<file path="config.mk">
export PLATFORM = sky130hd
export DESIGN_NAME = prg_cache_port_flat
export DESIGN_NICKNAME = d
export VERILOG_FILES = /design/src/rtl/prg_cache_port_if.sv /design/src/rtl/prg_cache_port.sv /design/src/flat_wrapper.sv
export SDC_FILE = /design/constraint.sdc
export NUM_CORES = 1
export LEC_CHECK = 0
export BUFFER_PORTS_ARGS = -buffer_cell sky130_fd_sc_hd__buf_2
export CAP_MARGIN = 25
export CORE_MARGIN = 8
export CORE_UTILIZATION = 25
export DETAILED_ROUTE_END_ITERATION = 10
export PLACE_DENSITY = 0.48
export SYNTH_ARGS = -nofsm -noshare
export SYNTH_HDL_FRONTEND = slang
export SYNTH_SLANG_ARGS = --single-unit
</file>
<file path="constraint.sdc">
create_clock -name clk -period 4.2 [get_ports clk]
set_input_delay 0 -clock clk [delete_from_list [all_inputs] [get_ports clk]]
set_output_delay 0 -clock clk [all_outputs]
set_load 0.1 [all_outputs]
</file>
<file path="src/rtl/prg_cache_port_if.sv">
// SDRAM controller port seen from the cartridge bridge: request/ack handshake plus data.
interface prg_cache_port_if #(
  parameter int unsigned ADDR_BITS = 23
);
  logic                 ram_req;
  logic                 ram_ack;
  logic                 ram_we;
  logic [ADDR_BITS-2:0] ram_addr;
  logic [1:0]           ram_wm;
  logic [15:0]          ram_wdata;
  logic [15:0]          ram_rdata;

  // Bridge side: issues requests, receives ack and read data.
  modport master (
    output ram_req,
    output ram_we,
    output ram_addr,
    output ram_wm,
    output ram_wdata,
    input  ram_ack,
    input  ram_rdata
  );

  // Controller side.
  modport slave (
    input  ram_req,
    input  ram_we,
    input  ram_addr,
    input  ram_wm,
    input  ram_wdata,
    output ram_ack,
    output ram_rdata
  );
endinterface

</file>
<file path="src/rtl/prg_cache_port.sv">
// NES cartridge bus to SDRAM port bridge with a small fully associative word cache.
// Writes go through to SDRAM and update a hitting entry; misses on write do not allocate.
// Read hits keep the SDRAM port idle and are offered to the controller as refresh slots.
module prg_cache_port #(
  parameter int unsigned ADDR_BITS   = 23,
  parameter int unsigned LINES       = 4,
  parameter int unsigned SYNC_STAGES = 2
) (
  input  logic                 clk,
  input  logic                 rst_n,
  input  logic [ADDR_BITS-1:0] addr,
  input  logic [7:0]           data_in,
  output logic [7:0]           data_out,
  input  logic                 oe,
  input  logic                 we,
  input  logic                 flush,
  output logic                 refresh,
  output logic                 busy,
  prg_cache_port_if.master     ram
);

  localparam int unsigned PW = (LINES > 1) ? $clog2(LINES) : 1;

  typedef enum logic [1:0] {StIdle, StRdWait, StWrWait} state_e;

  state_e state_q, state_d;

  // Strobe synchronisers and event pulses
  logic [SYNC_STAGES-1:0] oe_sync_q, we_sync_q;
  logic                   oe_prev_q, we_prev_q;
  logic                   rd_ev_q, wr_ev_q;
  logic [ADDR_BITS-1:0]   addr_q;

  // One-deep read and write slots
  logic                 rdq_q, wrq_q;
  logic [ADDR_BITS-1:0] rdq_addr_q, wrq_addr_q;
  logic [7:0]           wrq_data_q;

  // Cache storage
  logic [LINES-1:0]     valid_q;
  logic [ADDR_BITS-2:0] tag_q  [LINES];
  logic [15:0]          data_q [LINES];
  logic [PW-1:0]        rr_q;
  logic [15:0]          fill_q;

  // SDRAM port registers
  logic                 req_q, req_d;
  logic                 rwe_q, rwe_d;
  logic [ADDR_BITS-2:0] raddr_q, raddr_d;
  logic [1:0]           wm_q, wm_d;
  logic [15:0]          wdata_q, wdata_d;
  logic                 refresh_q, refresh_d;

  // Arbitration results
  logic                 srv_rd, srv_wr, take_rd, take_wr;
  logic [ADDR_BITS-1:0] srv_addr;
  logic [7:0]           srv_data;
  logic                 srv_hit, out_hit;
  logic [PW-1:0]        srv_idx, out_idx;
  logic                 fill, wr_upd;
  logic [15:0]          out_word;

  // Synchronise oe/we, detect oe rise and we fall, register the NES address once.
  always_ff @(posedge clk or negedge rst_n) begin
    if (!rst_n) begin
      oe_sync_q <= '0;
      we_sync_q <= '0;
      oe_prev_q <= 1'b0;
      we_prev_q <= 1'b0;
      rd_ev_q   <= 1'b0;
      wr_ev_q   <= 1'b0;
      addr_q    <= '0;
    end else begin
      oe_sync_q <= {oe_sync_q[SYNC_STAGES-2:0], oe};
      we_sync_q <= {we_sync_q[SYNC_STAGES-2:0], we};
      oe_prev_q <= oe_sync_q[SYNC_STAGES-1];
      we_prev_q <= we_sync_q[SYNC_STAGES-1];
      rd_ev_q   <= oe_sync_q[SYNC_STAGES-1] & ~oe_prev_q;
      wr_ev_q   <= ~we_sync_q[SYNC_STAGES-1] & we_prev_q;
      addr_q    <= addr;
    end
  end

  // Pick at most one event to serve in IDLE: queued read, queued write, new read, new write.
  always_comb begin
    srv_rd   = 1'b0;
    srv_wr   = 1'b0;
    take_rd  = 1'b0;
    take_wr  = 1'b0;
    srv_addr = addr_q;
    srv_data = data_in;
    if (state_q == StIdle) begin
      if (rdq_q) begin
        srv_rd   = 1'b1;
        srv_addr = rdq_addr_q;
      end else if (wrq_q) begin
        srv_wr   = 1'b1;
        srv_addr = wrq_addr_q;
        srv_data = wrq_data_q;
      end else if (rd_ev_q) begin
        srv_rd  = 1'b1;
        take_rd = 1'b1;
      end else if (wr_ev_q) begin
        srv_wr  = 1'b1;
        take_wr = 1'b1;
      end
    end
  end

  // Tag lookup for the served event and for the read-data output.
  always_comb begin
    srv_hit = 1'b0;
    srv_idx = '0;
    out_hit = 1'b0;
    out_idx = '0;
    for (int i = 0; i < LINES; i++) begin
      if (valid_q[i] && tag_q[i] == srv_addr[ADDR_BITS-1:1]) begin
        srv_hit = 1'b1;
        srv_idx = PW'(i);
      end
      if (valid_q[i] && tag_q[i] == addr_q[ADDR_BITS-1:1]) begin
        out_hit = 1'b1;
        out_idx = PW'(i);
      end
    end
  end

  // Event slots: served slot empties; an event that was not served directly is parked (latest wins).
  always_ff @(posedge clk or negedge rst_n) begin
    if (!rst_n) begin
      rdq_q      <= 1'b0;
      wrq_q      <= 1'b0;
      rdq_addr_q <= '0;
      wrq_addr_q <= '0;
      wrq_data_q <= '0;
    end else begin
      if (srv_rd && !take_rd) rdq_q <= 1'b0;
      if (srv_wr && !take_wr) wrq_q <= 1'b0;
      if (rd_ev_q && !take_rd) begin
        rdq_q      <= 1'b1;
        rdq_addr_q <= addr_q;
      end
      if (wr_ev_q && !take_wr) begin
        wrq_q      <= 1'b1;
        wrq_addr_q <= addr_q;
        wrq_data_q <= data_in;
      end
    end
  end

  // FSM state register.
  always_ff @(posedge clk or negedge rst_n) begin
    if (!rst_n) state_q <= StIdle;
    else        state_q <= state_d;
  end

  // FSM next state.
  always_comb begin
    state_d = state_q;
    unique case (state_q)
      StIdle: begin
        if (srv_rd && !srv_hit) state_d = StRdWait;
        else if (srv_wr)        state_d = StWrWait;
      end
      StRdWait, StWrWait: begin
        if (ram.ram_ack) state_d = StIdle;
      end
      default: state_d = StIdle;
    endcase
  end

  // FSM outputs: SDRAM request fields and refresh slot, held stable while waiting for ack.
  always_comb begin
    req_d     = req_q;
    rwe_d     = rwe_q;
    raddr_d   = raddr_q;
    wm_d      = wm_q;
    wdata_d   = wdata_q;
    refresh_d = 1'b0;
    unique case (state_q)
      StIdle: begin
        if (srv_rd && srv_hit) begin
          refresh_d = 1'b1;
        end else if (srv_rd) begin
          req_d   = 1'b1;
          rwe_d   = 1'b0;
          raddr_d = srv_addr[ADDR_BITS-1:1];
        end else if (srv_wr) begin
          req_d   = 1'b1;
          rwe_d   = 1'b1;
          raddr_d = srv_addr[ADDR_BITS-1:1];
          // Mask bit set = byte untouched; odd byte address lives in the upper half.
          wm_d    = srv_addr[0] ? 2'b01 : 2'b10;
          wdata_d = {srv_data, srv_data};
        end
      end
      StRdWait, StWrWait: begin
        if (ram.ram_ack) req_d = 1'b0;
      end
      default: req_d = 1'b0;
    endcase
  end

  // SDRAM port and refresh registers; reset drops the request immediately.
  always_ff @(posedge clk or negedge rst_n) begin
    if (!rst_n) begin
      req_q     <= 1'b0;
      rwe_q     <= 1'b0;
      raddr_q   <= '0;
      wm_q      <= 2'b11;
      wdata_q   <= '0;
      refresh_q <= 1'b0;
    end else begin
      req_q     <= req_d;
      rwe_q     <= rwe_d;
      raddr_q   <= raddr_d;
      wm_q      <= wm_d;
      wdata_q   <= wdata_d;
      refresh_q <= refresh_d;
    end
  end

  assign fill   = (state_q == StRdWait) && ram.ram_ack;
  assign wr_upd = srv_wr && srv_hit;

  // Cache array: write-hit byte update, round-robin fill on read ack, flush of all valid bits.
  always_ff @(posedge clk or negedge rst_n) begin
    if (!rst_n) begin
      valid_q <= '0;
      rr_q    <= '0;
      fill_q  <= '0;
      for (int i = 0; i < LINES; i++) begin
        tag_q[i]  <= '0;
        data_q[i] <= '0;
      end
    end else begin
      if (wr_upd) begin
        if (srv_addr[0]) data_q[srv_idx][15:8] <= srv_data;
        else             data_q[srv_idx][7:0]  <= srv_data;
      end
      if (flush) valid_q <= '0;
      if (fill) begin
        tag_q[rr_q]   <= raddr_q;
        data_q[rr_q]  <= ram.ram_rdata;
        // A fill racing a flush is dropped so no stale word survives the flush.
        valid_q[rr_q] <= ~flush;
        fill_q        <= ram.ram_rdata;
        rr_q          <= (rr_q == PW'(LINES - 1)) ? '0 : rr_q + 1'b1;
      end
    end
  end

  // Read data: hitting entry if any, else the most recent fill word.
  always_comb begin
    out_word = out_hit ? data_q[out_idx] : fill_q;
    data_out = addr_q[0] ? out_word[15:8] : out_word[7:0];
  end

  assign refresh       = refresh_q;
  assign busy          = (state_q != StIdle) | rdq_q | wrq_q;
  assign ram.ram_req   = req_q;
  assign ram.ram_we    = rwe_q;
  assign ram.ram_addr  = raddr_q;
  assign ram.ram_wm    = wm_q;
  assign ram.ram_wdata = wdata_q;

endmodule

</file>
<file path="src/flat_wrapper.sv">
// flat-port wrapper written by rule: the top's interface ports become plain ports
module prg_cache_port_flat 
#(
  parameter int unsigned ADDR_BITS   = 23,
  parameter int unsigned LINES       = 4,
  parameter int unsigned SYNC_STAGES = 2
)
  (clk, rst_n, addr, data_in, data_out, oe, we, flush, refresh, busy, ram_ram_req, ram_ram_we, ram_ram_addr, ram_ram_wm, ram_ram_wdata, ram_ram_ack, ram_ram_rdata);
  prg_cache_port_if #(.ADDR_BITS(ADDR_BITS)) ram_i ();
  input  logic clk;
  input  logic rst_n;
  input  logic [ADDR_BITS-1:0] addr;
  input  logic [7:0] data_in;
  output logic [7:0] data_out;
  input  logic oe;
  input  logic we;
  input  logic flush;
  output logic refresh;
  output logic busy;
  output wire logic [$bits(ram_i.ram_req)-1:0] ram_ram_req;
  output wire logic [$bits(ram_i.ram_we)-1:0] ram_ram_we;
  output wire logic [$bits(ram_i.ram_addr)-1:0] ram_ram_addr;
  output wire logic [$bits(ram_i.ram_wm)-1:0] ram_ram_wm;
  output wire logic [$bits(ram_i.ram_wdata)-1:0] ram_ram_wdata;
  input wire logic [$bits(ram_i.ram_ack)-1:0] ram_ram_ack;
  input wire logic [$bits(ram_i.ram_rdata)-1:0] ram_ram_rdata;
  assign ram_ram_req = ram_i.ram_req;
  assign ram_ram_we = ram_i.ram_we;
  assign ram_ram_addr = ram_i.ram_addr;
  assign ram_ram_wm = ram_i.ram_wm;
  assign ram_ram_wdata = ram_i.ram_wdata;
  assign ram_i.ram_ack = ram_ram_ack;
  assign ram_i.ram_rdata = ram_ram_rdata;
  prg_cache_port #(.ADDR_BITS(ADDR_BITS), .LINES(LINES), .SYNC_STAGES(SYNC_STAGES)) u_core (.clk(clk), .rst_n(rst_n), .addr(addr), .data_in(data_in), .data_out(data_out), .oe(oe), .we(we), .flush(flush), .refresh(refresh), .busy(busy), .ram(ram_i));
endmodule
</file>
Word-level counts from Yosys, hierarchy flattened
Index checks and enable logic that the tools add are counted.

Register bits: 306. Input bits: 53. Output and inout port bits: 52. Logic and storage cells: 176.

$add $sub $neg: 1. $lt $le $gt $ge: 7. Equality and inequality tests: 15. Mux-type cells: 79. Bitwise logic cells: 12. Reduce and logical (&&, ||, !) cells: 32.

Operators by type and width (count): $bwmux W64 (3); $mux W64 (3); $eq A22 B22 Y1 (8); $demux W16 S2 (3); $bwmux W88 (1); $mux W16 (5); $mux W23 (3); $mux W22 (3); $demux W22 S2 (1); $mux W8 (5); $mux W1 (36); $bmux W16 S2 (1); $logic_and A1 B1 Y1 (19); $mux W2 (9); $ge A3 B3 Y1 const B (3); $not A2 Y3 (3); $mux W4 (2); $reduce_bool A2 Y1 (4); $lt A3 B1 Y1 const B (2); $reduce_and A3 Y1 (2); $not A1 Y1 (5); $bwmux W4 (1); $eq A2 B2 Y1 const B (2); $ne A2 B2 Y1 const B (2); other kinds (16) (20).

Longest topological paths before layout
Depth in word-level cells: 18. Depth in mapped cells: 14. Mapped depth without buffers: 11.

Worst setup path before layout
Ideal clock, no wire load.

Kind: reg-to-output. Start: register u_core.addr_q[20]. End: output port data_out[0]. Data arrival time: 4305 ps. Required time: 4200 ps. Path slack: -105 ps. Cell stages (with the launch flop): 12. Buffers on the path: 3. Cells stage by stage: dfrtp_1 clkbuf_1 xor2_1 or4_1 nand4bb_1 or4_1 buf_2 a21bo_2 buf_2 o22ai_1 o21a_1 mux2i_1.

Cells in the longest elaborated chain, start to end: 11. Elaborated cells on any way between the ends: 21. Those cells by class: eq/ne (4); mux (12); bitwise (1); reduce/logical (4).

RTL lines: from (decl) (RTL line prg_cache_port.sv:32) `logic [ADDR_BITS-1:0] addr_q;`; from (signal assigned) (RTL line prg_cache_port.sv:80) `addr_q <= addr;`; $eq A22 B22 Y1 (RTL line prg_cache_port.sv:121) `if (valid_q[i] && tag_q[i] == addr_q[ADDR_BITS-1:1]) begin`; $logic_and A1 B1 Y1 (RTL line prg_cache_port.sv:121); $mux W1 (RTL line prg_cache_port.sv:121); $mux W2 (2 in a row) (RTL line prg_cache_port.sv:121); $not A2 Y3 (implied by the code) (RTL line prg_cache_port.sv:255) `out_word = out_hit ? data_q[out_idx] : fill_q;`; $bmux W16 S2 (RTL line prg_cache_port.sv:255); $mux W16 (implied by the code) (2 in a row) (RTL line prg_cache_port.sv:255); $mux W16 (*) (RTL line prg_cache_port.sv:255); $mux W8 (*) (RTL line prg_cache_port.sv:256) `data_out = addr_q[0] ? out_word[15:8] : out_word[7:0];`; to (decl) (RTL line flat_wrapper.sv:14) `output logic [7:0] data_out;`.

Every way passes the cells marked *; elsewhere a longest branch is shown, timed or not. The select of a mux whose other input is x is not followed.

Worst setup path after layout
Start: register u_core.tag_q[19] (netlist bit). End: output port data_out[0].

Cells in the longest elaborated chain, start to end: 9. Elaborated cells on any way between the ends: 10. Those cells by class: eq/ne (1); mux (7); bitwise (1); reduce/logical (1).

RTL lines: from (decl) (RTL line prg_cache_port.sv:41) `logic [ADDR_BITS-2:0] tag_q [LINES];`; from (signal, indexed assignment) (RTL line prg_cache_port.sv:243) `tag_q[rr_q] <= raddr_q;`; $eq A22 B22 Y1 (*) (RTL line prg_cache_port.sv:121); $logic_and A1 B1 Y1 (*) (RTL line prg_cache_port.sv:121); $mux W2 (RTL line prg_cache_port.sv:121); $not A2 Y3 (implied by the code) (RTL line prg_cache_port.sv:255); $bmux W16 S2 (RTL line prg_cache_port.sv:255); $mux W16 (implied by the code) (2 in a row) (RTL line prg_cache_port.sv:255); $mux W16 (*) (RTL line prg_cache_port.sv:255); $mux W8 (*) (RTL line prg_cache_port.sv:256).

Marked as above.

==> results.md <==
- Synth Cell Area: 16300 um2
- Comb pwr share: 51.6%
- FILL cells: 6603
- Post-CTS Setup Repair Bufs: 0
- Final Util: 31.3%
- YS warnings: 0
- Fin. Hold Viols: 0
- Crit end category: output port
- GRT Total Usage: 17.3%
- P_sw: 8.98 mW
- Worst skew pair latency: 0.55 ns
- Reg2reg start: u_core.wrq_q$_DFFE_PN0P_
- Number of buffers created by CTS: 36
- Mean Syn Cell Area: 11.1 um2
- Status: finished, final reports clean
- Wire per inst: 25.5 um
- Drt drc: 0
- Worst-path fanout max: 16
- IO buf count: 104
- Antenna violations before repair: 1
- Storage element area: 7460 um2
- RSZ-0062 raised after global routing: no
- Sw Share: 48.8%
- Post-Synthesis Cells: 1463
- CP Depth: 10
- Via count: 12.9k
- Seq cells post-synth: 298
- Vias in the first global route: 13.3k
- Top Ports: 105
- Worst Skew: 0.0153 ns
- Chip Width: 271 um
- Slowest stage cell on the critical path: or4_1
- Fin nets: 1710
- Leakage dissipation: 8.26 nW
- Number of diodes: 0
- Routed wire length: 64.7 mm
- Measured slew at the worst slew-check pin: 1.02 ns
- Hold Path Class: in2reg
- Crit path max-delay family: simple AND/OR/NAND/NOR gates
- Final Max Slew Viols: 0
- Tmin final: 4.04 ns
- Reg power frac: 30.8%
- Internal cell power: 9.42 mW
- Clk network pwr share: 17.5%
- Buf/Inv on CP: 2
- Area of the multi-input gates: 8380 um2
- Hold Startpoint: ram_ram_ack
- Layout cells sized above 1: 30.6%
- VDD IR-drop max: 562 uV
- Final setup TNS: 0 ns
- Slowest stage delay, CP: 0.65 ns
- Crit path kind: reg2out
- Gp weighted congestion: 0.951
- FP Rows: 93
- Worst hold stages: 3
- Global route overflow: 0
- Seq/Total Area, Yosys: 45.9%
- Drt pass-1 iters: 5
- Maxcap violations: 0
- Root Buffer: clkbuf_16
- Drt initial violations: 804
- CP arrival: 4.04 ns
- Global-route wire length before repair: 94.7 mm
- Die ar.: 73500 um2
- Clock sink count: 298
- Syn nets: 1522
- H-tree levels: 2
- Number of distinct library cells after synthesis: 59
- Die Ht: 271 um
- Initial Util: 25.3%
- Critical path cell sequence: xor2_1 > or4_1 > nand4bb_1 > or4_1 > a21bo_4 > buf_6 > o22ai_1 > o21a_1 > mux2i_2 > buf_12
- Final period util: 96.1%
- Critical path origin: u_core.tag_q[19]$_DFFE_PN0P_
- Clock transition at path regs: 0.06 ns
- Largest net degree at the start of global routing: 124
- Syn-to-layout area delta: 23.8%
- Most frequent CP cell: or4_1
- CTS tree: built
- PD cells: 914 nW/um2
- Register-to-register setup slack: 0.20 ns
- Achievable Freq: 0.248 GHz
- CTS Buffer Depth: 3
- Rel. slew slack: 31.4%
- CP Launch Type: flop
- Register-to-Register Path Depth: 10
- HPWL after DPL: 50.3 mm
- Core box area: 64300 um2
- Setup violators final: 0
- Worst EP required: 4.20 ns
- ANT nets after route: 0
- Routed vias/inst: 5.08
==> kinds of logic after synthesis <==
kind of cell	share of synthesized area (%)
flip-flops	45.9
AO/OA/AOI/OAI	11.9
multiplexers	18.5
XOR/XNOR	5.44
AND/OR/NAND/NOR	14.6
adder cells (fa/ha/maj)	0.462
buffers and inverters	3.13
==> registers in the layout (all words and copies together), names as in the netlist, 2 cells and up <==
name,flops
u_core.tag_q,88
u_core.ram.ram_addr,22
u_core.we_sync_q,2
u_core.rr_q,2
u_core.oe_sync_q,2
u_core.ram.ram_wdata,8
u_core.wrq_addr_q,23
u_core.fill_q,16
u_core.valid_q,4
u_core.ram.ram_wm,2
u_core.state_q,2
u_core.wrq_data_q,8
u_core.addr_q,23
u_core.rdq_addr_q,23
u_core.data_q,64
==> worst register-to-register path: cells and delay by family (launching register included) <==
kind,cells,cell delay (ns)
buffers and inverters,1,0.20
AO/OA/AOI/OAI,3,0.81
flip-flops,1,0.64
multiplexers,1,0.24
AND/OR/NAND/NOR,5,1.93
==> path summary, 6_finish.rpt <==
path,end
worst max register to register,u_core.data_q[39]$_DFF_PN0_
worst min register to register,u_core.we_sync_q[1]$_DFF_PN0_
worst min-delay path,u_core.state_q[1]$_DFFE_PN0P_
max in group asynchronous,u_core.tag_q[5]$_DFFE_PN0P_
worst max-delay path,data_out[0]
min in group asynchronous,u_core.ram.ram_wm[0]$_DFFE_PN1P_
==> what timing repair did <==
item | CTS | global route
setup endpoints to repair | 1 | 3
resized for setup | 1 | 4
endpoints found under the hold margin | 308 | 0
hold buffers | 52 | 0
==> cell usage in the layout, fill, tap and decap left out, drive strengths merged, types with 39 or more instances in the layout <==
master	count
dfrtp	296
mux2	193
buf	192
o21ai	160
nand2	105
mux2i	84
or3	65
nand4	62
xor2	54
clkbuf	54
dlygate4sd3	51
xnor2	47
nor4	39
==> area by class of cell <==
class,count,area share (%)
Clock buffer,54,5.27
Clock inverter,12,0.790
Multi-Input combinational cell,1059,41.6
Timing Repair Buffer,243,9.68
Sequential cell,298,37.1
Inverter,13,0.242
Tap cell,855,5.32
==> per-stage QoR <==
stage                     cells  power [mW]  cell area [um2]  hold WS, ns  setup slack (ns)
after floorplan            1463        11.7            16300       -0.296             0.414
after global placement     2413        15.1            18300      -0.0295             0.296
after detailed placement   2414        15.1            18300      -0.0334             0.294
after CTS                  2532        18.5            20100     0.000774            0.0694
after global routing       2534        19.3            20100       0.0113            0.0224
final                      2534        18.4            20100       0.0115             0.163
==> power by group through the flow <==
stage / sequential (mW) / clock (mW) / combinational [mW]
2_1_floorplan: 6.15 / 0 / 5.50
3_3_place_gp: 5.69 / 0 / 9.38
3_5_place_dp: 5.71 / 0 / 9.40
4_1_cts: 5.67 / 3.33 / 9.48
5_1_grt: 5.81 / 3.44 / 10.1
6_report: 5.67 / 3.23 / 9.50
==> synthesized netlist by cell type, drive strengths merged <==
| master | instances | area [um2] |
|---|---|---|
| or2 | 6 | 40.0 |
| or3 | 65 | 407 |
| and3 | 4 | 25.0 |
| a21bo | 1 | 10.0 |
| o21ai | 160 | 801 |
| nor4bb | 1 | 10.0 |
| o31ai | 2 | 33.8 |
| and3b | 1 | 8.76 |
| xor2 | 54 | 473 |
| o22ai | 32 | 244 |
| o22a | 1 | 8.76 |
| nand2 | 105 | 404 |
| a31oi | 3 | 18.8 |
| nand4 | 62 | 433 |
| o221ai | 17 | 149 |
| nor2 | 36 | 135 |
| nor3 | 19 | 106 |
| ha | 6 | 75.1 |
| a21oi | 3 | 15.0 |
| o211ai | 9 | 67.6 |
| nand4bb | 2 | 22.5 |
| o32ai | 20 | 438 |
| o21bai | 1 | 7.51 |
| inv | 13 | 48.8 |
| or3b | 4 | 35.0 |
| buf | 27 | 213 |
| xnor2 | 47 | 412 |
| a21o | 2 | 15.0 |
| dfrtp | 296 | 7410 |
| mux2 | 193 | 2170 |
| and4b | 1 | 10.0 |
| nand2b | 4 | 25.0 |
| nor4b | 5 | 43.8 |
| mux2i | 84 | 841 |
| nor2b | 15 | 93.8 |
| a211oi | 8 | 60.1 |
| and2 | 1 | 6.26 |
| nand4b | 17 | 149 |
| and4 | 2 | 17.5 |
| clkbuf | 66 | 248 |
| nor4 | 39 | 308 |
| or4 | 4 | 30.0 |
| dfstp | 2 | 52.6 |
| nand3 | 13 | 65.1 |
| o21a | 10 | 75.1 |
==> routing by layer <==
layer	global-route usage [%]	part of all wire, %	up-vias
met2	29.8	49	401
met5	0	0.015	-
met4	6.09	3.4	2
li1	-	-	5801
met1	22.1	43	6556
met3	2.36	4.4	106
Note: power is estimated with default switching activity, not from simulation.
